$ cat src/rtl/branch_predictor_if.sv
// Fetch/execute-side signal bundle between the pipeline and the branch predictor.
// master = pipeline (drives lookup PC and resolved branch info), slave = predictor.
interface branch_predictor_if #(
    parameter int PC_WIDTH = 32
);
    logic [PC_WIDTH-1:0] if_pc;
    logic                pred_taken;
    logic [PC_WIDTH-1:0] pred_target;
    logic                ex_branch;
    logic                ex_stall;
    logic [PC_WIDTH-1:0] ex_pc;
    logic                branch_taken;
    logic [PC_WIDTH-1:0] pc_plus_imm;
    logic                ex_pred_taken;
    logic [PC_WIDTH-1:0] ex_pred_target;
    logic                mispredict;
    logic [PC_WIDTH-1:0] redirect_pc;
    logic [31:0]         branch_count;
    logic [31:0]         mispredict_count;

    modport master (
        output if_pc, ex_branch, ex_stall, ex_pc, branch_taken, pc_plus_imm,
               ex_pred_taken, ex_pred_target,
        input  pred_taken, pred_target, mispredict, redirect_pc,
               branch_count, mispredict_count
    );

    modport slave (
        input  if_pc, ex_branch, ex_stall, ex_pc, branch_taken, pc_plus_imm,
               ex_pred_taken, ex_pred_target,
        output pred_taken, pred_target, mispredict, redirect_pc,
               branch_count, mispredict_count
    );
endinterface

$ cat src/rtl/branch_predictor.sv
// Direct-mapped BTB with 2-bit saturating counters: predicts in IF, resolves and
// trains in EX, and keeps branch / mispredict statistics.
module branch_predictor #(
    parameter int PC_WIDTH = 32,
    parameter int IDX_BITS = 4
) (
    input  logic               clk,
    input  logic               rst,
    branch_predictor_if.slave  bus
);
    localparam int ENTRIES = 1 << IDX_BITS;
    localparam int TAG_W   = PC_WIDTH - IDX_BITS - 2;

    logic [ENTRIES-1:0] valid_vec;
    logic [TAG_W-1:0]    tag_vec    [ENTRIES];
    logic [PC_WIDTH-1:0] target_vec [ENTRIES];
    logic [1:0]          ctr_vec    [ENTRIES];

    logic [IDX_BITS-1:0] if_idx;
    logic [IDX_BITS-1:0] ex_idx;
    logic [TAG_W-1:0]    if_tag;
    logic [TAG_W-1:0]    ex_tag;
    logic                if_hit;
    logic                ex_hit;
    logic [1:0]          ex_ctr;
    logic [1:0]          ctr_next;
    logic                train_en;
    logic                mispredict;
    logic [31:0]         branch_count_reg;
    logic [31:0]         mispredict_count_reg;
    logic                unused_pc_lsbs;

    assign if_idx = bus.if_pc[IDX_BITS+1:2];
    assign if_tag = bus.if_pc[PC_WIDTH-1:IDX_BITS+2];
    assign ex_idx = bus.ex_pc[IDX_BITS+1:2];
    assign ex_tag = bus.ex_pc[PC_WIDTH-1:IDX_BITS+2];
    assign unused_pc_lsbs = ^{bus.if_pc[1:0], bus.ex_pc[1:0]};

    // IF lookup reads the current table; an EX update in the same cycle is not bypassed.
    assign if_hit          = valid_vec[if_idx] && (tag_vec[if_idx] == if_tag);
    assign bus.pred_taken  = if_hit && ctr_vec[if_idx][1];
    assign bus.pred_target = bus.pred_taken ? target_vec[if_idx]
                                            : bus.if_pc + PC_WIDTH'(4);

    assign ex_hit = valid_vec[ex_idx] && (tag_vec[ex_idx] == ex_tag);
    assign ex_ctr = ctr_vec[ex_idx];

    always_comb begin
        ctr_next = ex_ctr;
        if (bus.branch_taken) begin
            if (ex_ctr != 2'b11) ctr_next = ex_ctr + 2'b01;
        end else begin
            if (ex_ctr != 2'b00) ctr_next = ex_ctr - 2'b01;
        end
    end

    assign mispredict = bus.ex_branch &&
                        ((bus.branch_taken != bus.ex_pred_taken) ||
                         (bus.branch_taken && (bus.pc_plus_imm != bus.ex_pred_target)));
    assign bus.mispredict  = mispredict;
    assign bus.redirect_pc = (bus.ex_branch && bus.branch_taken) ? bus.pc_plus_imm
                                                                 : bus.ex_pc + PC_WIDTH'(4);

    assign train_en = bus.ex_branch && !bus.ex_stall;

    genvar gi;
    generate
        for (gi = 0; gi < ENTRIES; gi++) begin : g_entry
            logic                valid_reg;
            logic [TAG_W-1:0]    tag_reg;
            logic [PC_WIDTH-1:0] target_reg;
            logic [1:0]          ctr_reg;
            logic                sel;

            assign sel = train_en && (ex_idx == IDX_BITS'(gi));

            // Not-taken misses never allocate, so they cannot evict an aliasing branch.
            always_ff @(posedge clk or posedge rst) begin
                if (rst) begin
                    valid_reg  <= 1'b0;
                    tag_reg    <= '0;
                    target_reg <= '0;
                    ctr_reg    <= 2'b01;
                end else if (sel) begin
                    if (ex_hit) begin
                        ctr_reg <= ctr_next;
                        if (bus.branch_taken) target_reg <= bus.pc_plus_imm;
                    end else if (bus.branch_taken) begin
                        valid_reg  <= 1'b1;
                        tag_reg    <= ex_tag;
                        target_reg <= bus.pc_plus_imm;
                        ctr_reg    <= 2'b10;
                    end
                end
            end

            assign valid_vec[gi]  = valid_reg;
            assign tag_vec[gi]    = tag_reg;
            assign target_vec[gi] = target_reg;
            assign ctr_vec[gi]    = ctr_reg;
        end
    endgenerate

    always_ff @(posedge clk or posedge rst) begin
        if (rst) begin
            branch_count_reg     <= '0;
            mispredict_count_reg <= '0;
        end else if (train_en) begin
            branch_count_reg <= branch_count_reg + 32'd1;
            if (mispredict) mispredict_count_reg <= mispredict_count_reg + 32'd1;
        end
    end

    assign bus.branch_count     = branch_count_reg;
    assign bus.mispredict_count = mispredict_count_reg;
endmodule

$ cat src/flat_wrapper.sv
// flat-port wrapper written by rule: the top's interface ports become plain ports
module branch_predictor_flat 
#(
    parameter int PC_WIDTH = 32,
    parameter int IDX_BITS = 4
)
  (clk, rst, bus_if_pc, bus_ex_branch, bus_ex_stall, bus_ex_pc, bus_branch_taken, bus_pc_plus_imm, bus_ex_pred_taken, bus_ex_pred_target, bus_pred_taken, bus_pred_target, bus_mispredict, bus_redirect_pc, bus_branch_count, bus_mispredict_count);
  branch_predictor_if #(.PC_WIDTH(PC_WIDTH)) bus_i ();
  input  logic clk;
  input  logic rst;
  input wire logic [$bits(bus_i.if_pc)-1:0] bus_if_pc;
  input wire logic [$bits(bus_i.ex_branch)-1:0] bus_ex_branch;
  input wire logic [$bits(bus_i.ex_stall)-1:0] bus_ex_stall;
  input wire logic [$bits(bus_i.ex_pc)-1:0] bus_ex_pc;
  input wire logic [$bits(bus_i.branch_taken)-1:0] bus_branch_taken;
  input wire logic [$bits(bus_i.pc_plus_imm)-1:0] bus_pc_plus_imm;
  input wire logic [$bits(bus_i.ex_pred_taken)-1:0] bus_ex_pred_taken;
  input wire logic [$bits(bus_i.ex_pred_target)-1:0] bus_ex_pred_target;
  output wire logic [$bits(bus_i.pred_taken)-1:0] bus_pred_taken;
  output wire logic [$bits(bus_i.pred_target)-1:0] bus_pred_target;
  output wire logic [$bits(bus_i.mispredict)-1:0] bus_mispredict;
  output wire logic [$bits(bus_i.redirect_pc)-1:0] bus_redirect_pc;
  output wire logic [$bits(bus_i.branch_count)-1:0] bus_branch_count;
  output wire logic [$bits(bus_i.mispredict_count)-1:0] bus_mispredict_count;
  assign bus_i.if_pc = bus_if_pc;
  assign bus_i.ex_branch = bus_ex_branch;
  assign bus_i.ex_stall = bus_ex_stall;
  assign bus_i.ex_pc = bus_ex_pc;
  assign bus_i.branch_taken = bus_branch_taken;
  assign bus_i.pc_plus_imm = bus_pc_plus_imm;
  assign bus_i.ex_pred_taken = bus_ex_pred_taken;
  assign bus_i.ex_pred_target = bus_ex_pred_target;
  assign bus_pred_taken = bus_i.pred_taken;
  assign bus_pred_target = bus_i.pred_target;
  assign bus_mispredict = bus_i.mispredict;
  assign bus_redirect_pc = bus_i.redirect_pc;
  assign bus_branch_count = bus_i.branch_count;
  assign bus_mispredict_count = bus_i.mispredict_count;
  branch_predictor #(.PC_WIDTH(PC_WIDTH), .IDX_BITS(IDX_BITS)) u_core (.clk(clk), .rst(rst), .bus(bus_i));
endmodule
$ cat config.mk
export PLATFORM = sky130hd
export DESIGN_NAME = branch_predictor_flat
export DESIGN_NICKNAME = d
export VERILOG_FILES = /design/src/rtl/branch_predictor_if.sv /design/src/rtl/branch_predictor.sv /design/src/flat_wrapper.sv
export SDC_FILE = /design/constraint.sdc
export NUM_CORES = 2
export LEC_CHECK = 0
export ABC_AREA = 1
export BUFFER_PORTS_ARGS = -buffer_cell sky130_fd_sc_hd__buf_2
export CORE_ASPECT_RATIO = 0.5
export CORE_UTILIZATION = 51
export CTS_BUF_LIST = sky130_fd_sc_hd__clkbuf_16
export CTS_CLUSTER_SIZE = 30
export DETAILED_ROUTE_END_ITERATION = 10
export PLACE_DENSITY = 0.68
export RECOVER_POWER = 25
export SKIP_CTS_REPAIR_TIMING = 1
export SLEW_MARGIN = 25
export SYNTH_ARGS = -nofsm -noshare
export SYNTH_HDL_FRONTEND = slang
export SYNTH_SLANG_ARGS = --single-unit
$ cat constraint.sdc
create_clock -name clk -period 40.1 [get_ports clk]
set_input_delay 8.02 -clock clk [delete_from_list [all_inputs] [get_ports clk]]
set_output_delay 8.02 -clock clk [all_outputs]
set_load 0.01 [all_outputs]
==> summary.md <==
| Metric | Value |
|---|---|
| Worst path max stage delay | 780 ps |
| Clk buf depth | 3 |
| Placed Cells incl. Taps | 8,873 |
| Routability cong. | 0.986 |
| Clock power frac | 35.5% |
| Antenna viol nets, final | 0 |
| Setup_tns | 0 ps |
| DRT iter0 DRCs | 7,218 |
| Final core utilization | 55.7% |
| Unrepaired setup endpoints after global routing | no |
| CP delay by family, top | simple AND/OR/NAND/NOR gates |
| TritonRoute pass-1 iters | 6 |
| Final Hold Viols | 0 |
| Final period utilization | 51.6% |
| Largest area contributor in the netlist | dfrtp_1 |
| Synth top area cells | dfrtp_1 (46%), nand2_1 (16%), o21ai_0 (12%) |
| IO Pins | 264 |
| Slew @ Worst Pin | 5080 ps |
| Routed WL | 193,000 um |
| DRC violations left | 0 |
| CTS tree | built |
| Max Freq | 48.3 MHz |
| CP startpoint kind | primary input |
| Synth Area in Adders | 0.157% |
| Routed length per instance | 21.4 um |
| Max-cap check violation count | 10 |
| Hpwl dp | 115,000 um |
| Non-Filler Instances | 9,056 |
| Crit path DAT | 12,670 ps |
| Critical-path top delay cell | buf_4 |
| Largest net degree at the start of global routing | 189 |
| CP dominant cell by count | nand2_1 |
| Worst hold path class | flop to flop |
| Tmin final | 20,690 ps |
| Post-Synth Simple-Gate Area | 24.2% |
| Worst-path clk slew | 60 ps |
| Routed length on met3 | 19,600 um |
| Critical Path Fanout Max | 54 |
| Filler Cells Inserted | 10,364 |
| Die outline height | 236 um |
| Post-Place Cell Area | 57,100 um2 |
| Synth top area share | 46.0% |
| Post-Syn Area | 55,800 um2 |
| Sequential area share after synthesis | 46.7% |
| Total power | 2.64 mW |
| Netlist cell types | 46 |
| DR top layer | met5 |
| Crit path capture type | output port |
| Core area | 108,000 um2 |
| Largest family of logic cells by synthesized area | simple AND/OR/NAND/NOR gates |
| Avg Synthesized Cell Area | 7.27 um2 |
| Root Buffer | clkbuf_16 |
| Reg power frac | 47.9% |
| NetSw | 0.809 mW |
| Multiplexer area fraction after synthesis | 0% |
| Mapped Cells | 7,666 |
| Via density | 5.81 |
| Syn nets | 7,807 |
| YS warnings | 0 |
| Cell Rows | 85 |
| Worst IR Drop VDD | 31.7 uV |
| Starting density of the core | 51.6% |
| Setup-failing EPs final | 0 |
| Clk_lat worst skew | 740 ps |
| I/O Buffers | 263 |
| Met2 WL | 82,000 um |
| CP required | 32,080 ps |
| Initial antenna violation count | 8 |
| Critical-path cell list | buf_2, clkinv_2, buf_4, nor2_4, buf_4, nand2_1, nand2_1, inv_1, nand3_1, nand2_1, inv_1, nand2_1, nor2_1, nand2_1, nor2_2, nand2_2, o21ai_1, buf_2 |
| XOR/XNOR Fraction of Synth Area | 1.78% |
| Most frequent cell after synthesis | nand2_1 |
| M1 wire length | 83,400 um |
| Vias in the first global route | 47,355 |
| Design area | 60,200 um2 |
| Comb power frac | 16.7% |
| Total Die Area | 111,000 um2 |
| H-Tree Depth | 3 |
| Layout cells sized above 1 | 6.33% |
| Max reg flops | 512 |
| Top_reg_cell synth | dfrtp_1 |
| Num CTS Buffers | 96 |
| Clock skew | 42.3 ps |
| Synth-to-Final Area Change | 7.92% |
| Number of flops mapped to enable cells by yosys | 0 |
| GRT overflow | 0 |
| Leakage Power | 29.3 nW |
| Violated checks | capacitance limit, slew limit |
| Compound-Gate Fraction of Synth Area | 18.6% |
| CP Class | primary input to output port |
| Post-synth top cells | nand2_1 (2,373), o21ai_0 (1,334), dfrtp_1 (1,024), inv_1 (576), nor2_1 (573) |
| Outcome | finished, violations left |
| Final nets | 7,678 |
| Internal | 1.83 mW |
| WP buf/inv | 7 |
| First-pass GRT wire length | 295,000 um |
| Async set-reset flop share out of synthesis | 100% |
| Routed via count | 52,634 |
| Total track usage | 34.6% |
| Die Wd | 470 um |
| Switching part of the total | 30.7% |
| Yosys reg bits | 1,040 |
| Slew Limit Fails | 653 |
| Slew HR | -241% |
| Sink Count | 1,040 |
| Pwr per Cell Area | 43.8 nW/um2 |
[worst register-to-register path, delay by kind of cell (launching register included)]
kind	cells	cell delay, ps
AO/OA/AOI/OAI	2	570
buffers and inverters	1	510
flip-flops	1	400
AND/OR/NAND/NOR	11	2320
[final cells by class]
cell class	instances	area (um2)	area share (%)
tap	1435	1800	2.98
clock buffer	98	2450	4.08
clock inverter	77	651	1.08
timing repair buffer	337	1850	3.07
sequential	1040	26000	43.3
antenna	7	17.5	0.0291
inverter	598	2270	3.77
multi-input combinational	5464	25100	41.7
[placed cells by master (no fill, tap or decap), types with 98 or more instances in the layout]
| master | netlist | layout |
|---|---|---|
| nand3_1 | 340 | 340 |
| a21oi_1 | 180 | 180 |
| inv_1 | 576 | 598 |
| nand2_1 | 2373 | 2347 |
| clkbuf_16 | 0 | 98 |
| o21ai_0 | 1334 | 1334 |
| o21ai_1 | 158 | 158 |
| dfrtp_1 | 1024 | 1024 |
| buf_2 | 174 | 193 |
| nor2_1 | 573 | 569 |
[final timing paths]
kind,slack [ps],start,depth (start not counted),end
max,19410,bus_if_pc[5],18,bus_pred_target[27]
max reg2reg,36170,u_core.g_entry[10].tag_reg[23]$_DFFE_PP0P_,14,u_core.g_entry[4].tag_reg[5]$_DFFE_PP0P_
max in group asynchronous,22860,rst,7,u_core.bus.branch_count[6]$_DFFE_PP0P_
min reg2reg,460,u_core.g_entry[5].ctr_reg[0]$_DFFE_PP1P_,2,u_core.g_entry[5].ctr_reg[0]$_DFFE_PP1P_
min,460,u_core.g_entry[5].ctr_reg[0]$_DFFE_PP1P_,2,u_core.g_entry[5].ctr_reg[0]$_DFFE_PP1P_
min in group asynchronous,8850,rst,2,u_core.g_entry[7].target_reg[1]$_DFFE_PP0P_
[power groups by stage]
stage | Combinational (mW) | Sequential [mW] | Clock [mW]
2_1_floorplan | 0.309 | 1.26 | 0
3_3_place_gp | 0.425 | 1.27 | 0
3_5_place_dp | 0.435 | 1.28 | 0
4_1_cts | 0.436 | 1.26 | 0.942
5_1_grt | 0.498 | 1.28 | 0.985
6_report | 0.440 | 1.26 | 0.935
[kinds of logic (layout without fill, tap and decap cells)]
family	after synthesis	after routing
compound gates	1937	1937
flops	1040	1040
xor+xnor	113	113
other cells	0	7
buf+inv	1162	1110
fa+ha+maj	7	7
simple gates	3407	3407
[metrics by stage]
stage               hold WS, ps  setup WS, ps
floorplan                   434          2840
global placement            447         19290
detailed placement          451         19190
CTS                         463         19210
global route                475         19170
finish                      464         19410
[per-layer routing]
layer | GRT usage (%) | vias to the layer above
met5 | 0 | -
met4 | 14.6 | 2
met3 | 6.49 | 441
met2 | 50.5 | 2659
met1 | 50.4 | 24949
li1 | - | 24583
(Power assumes the default switching activity.)
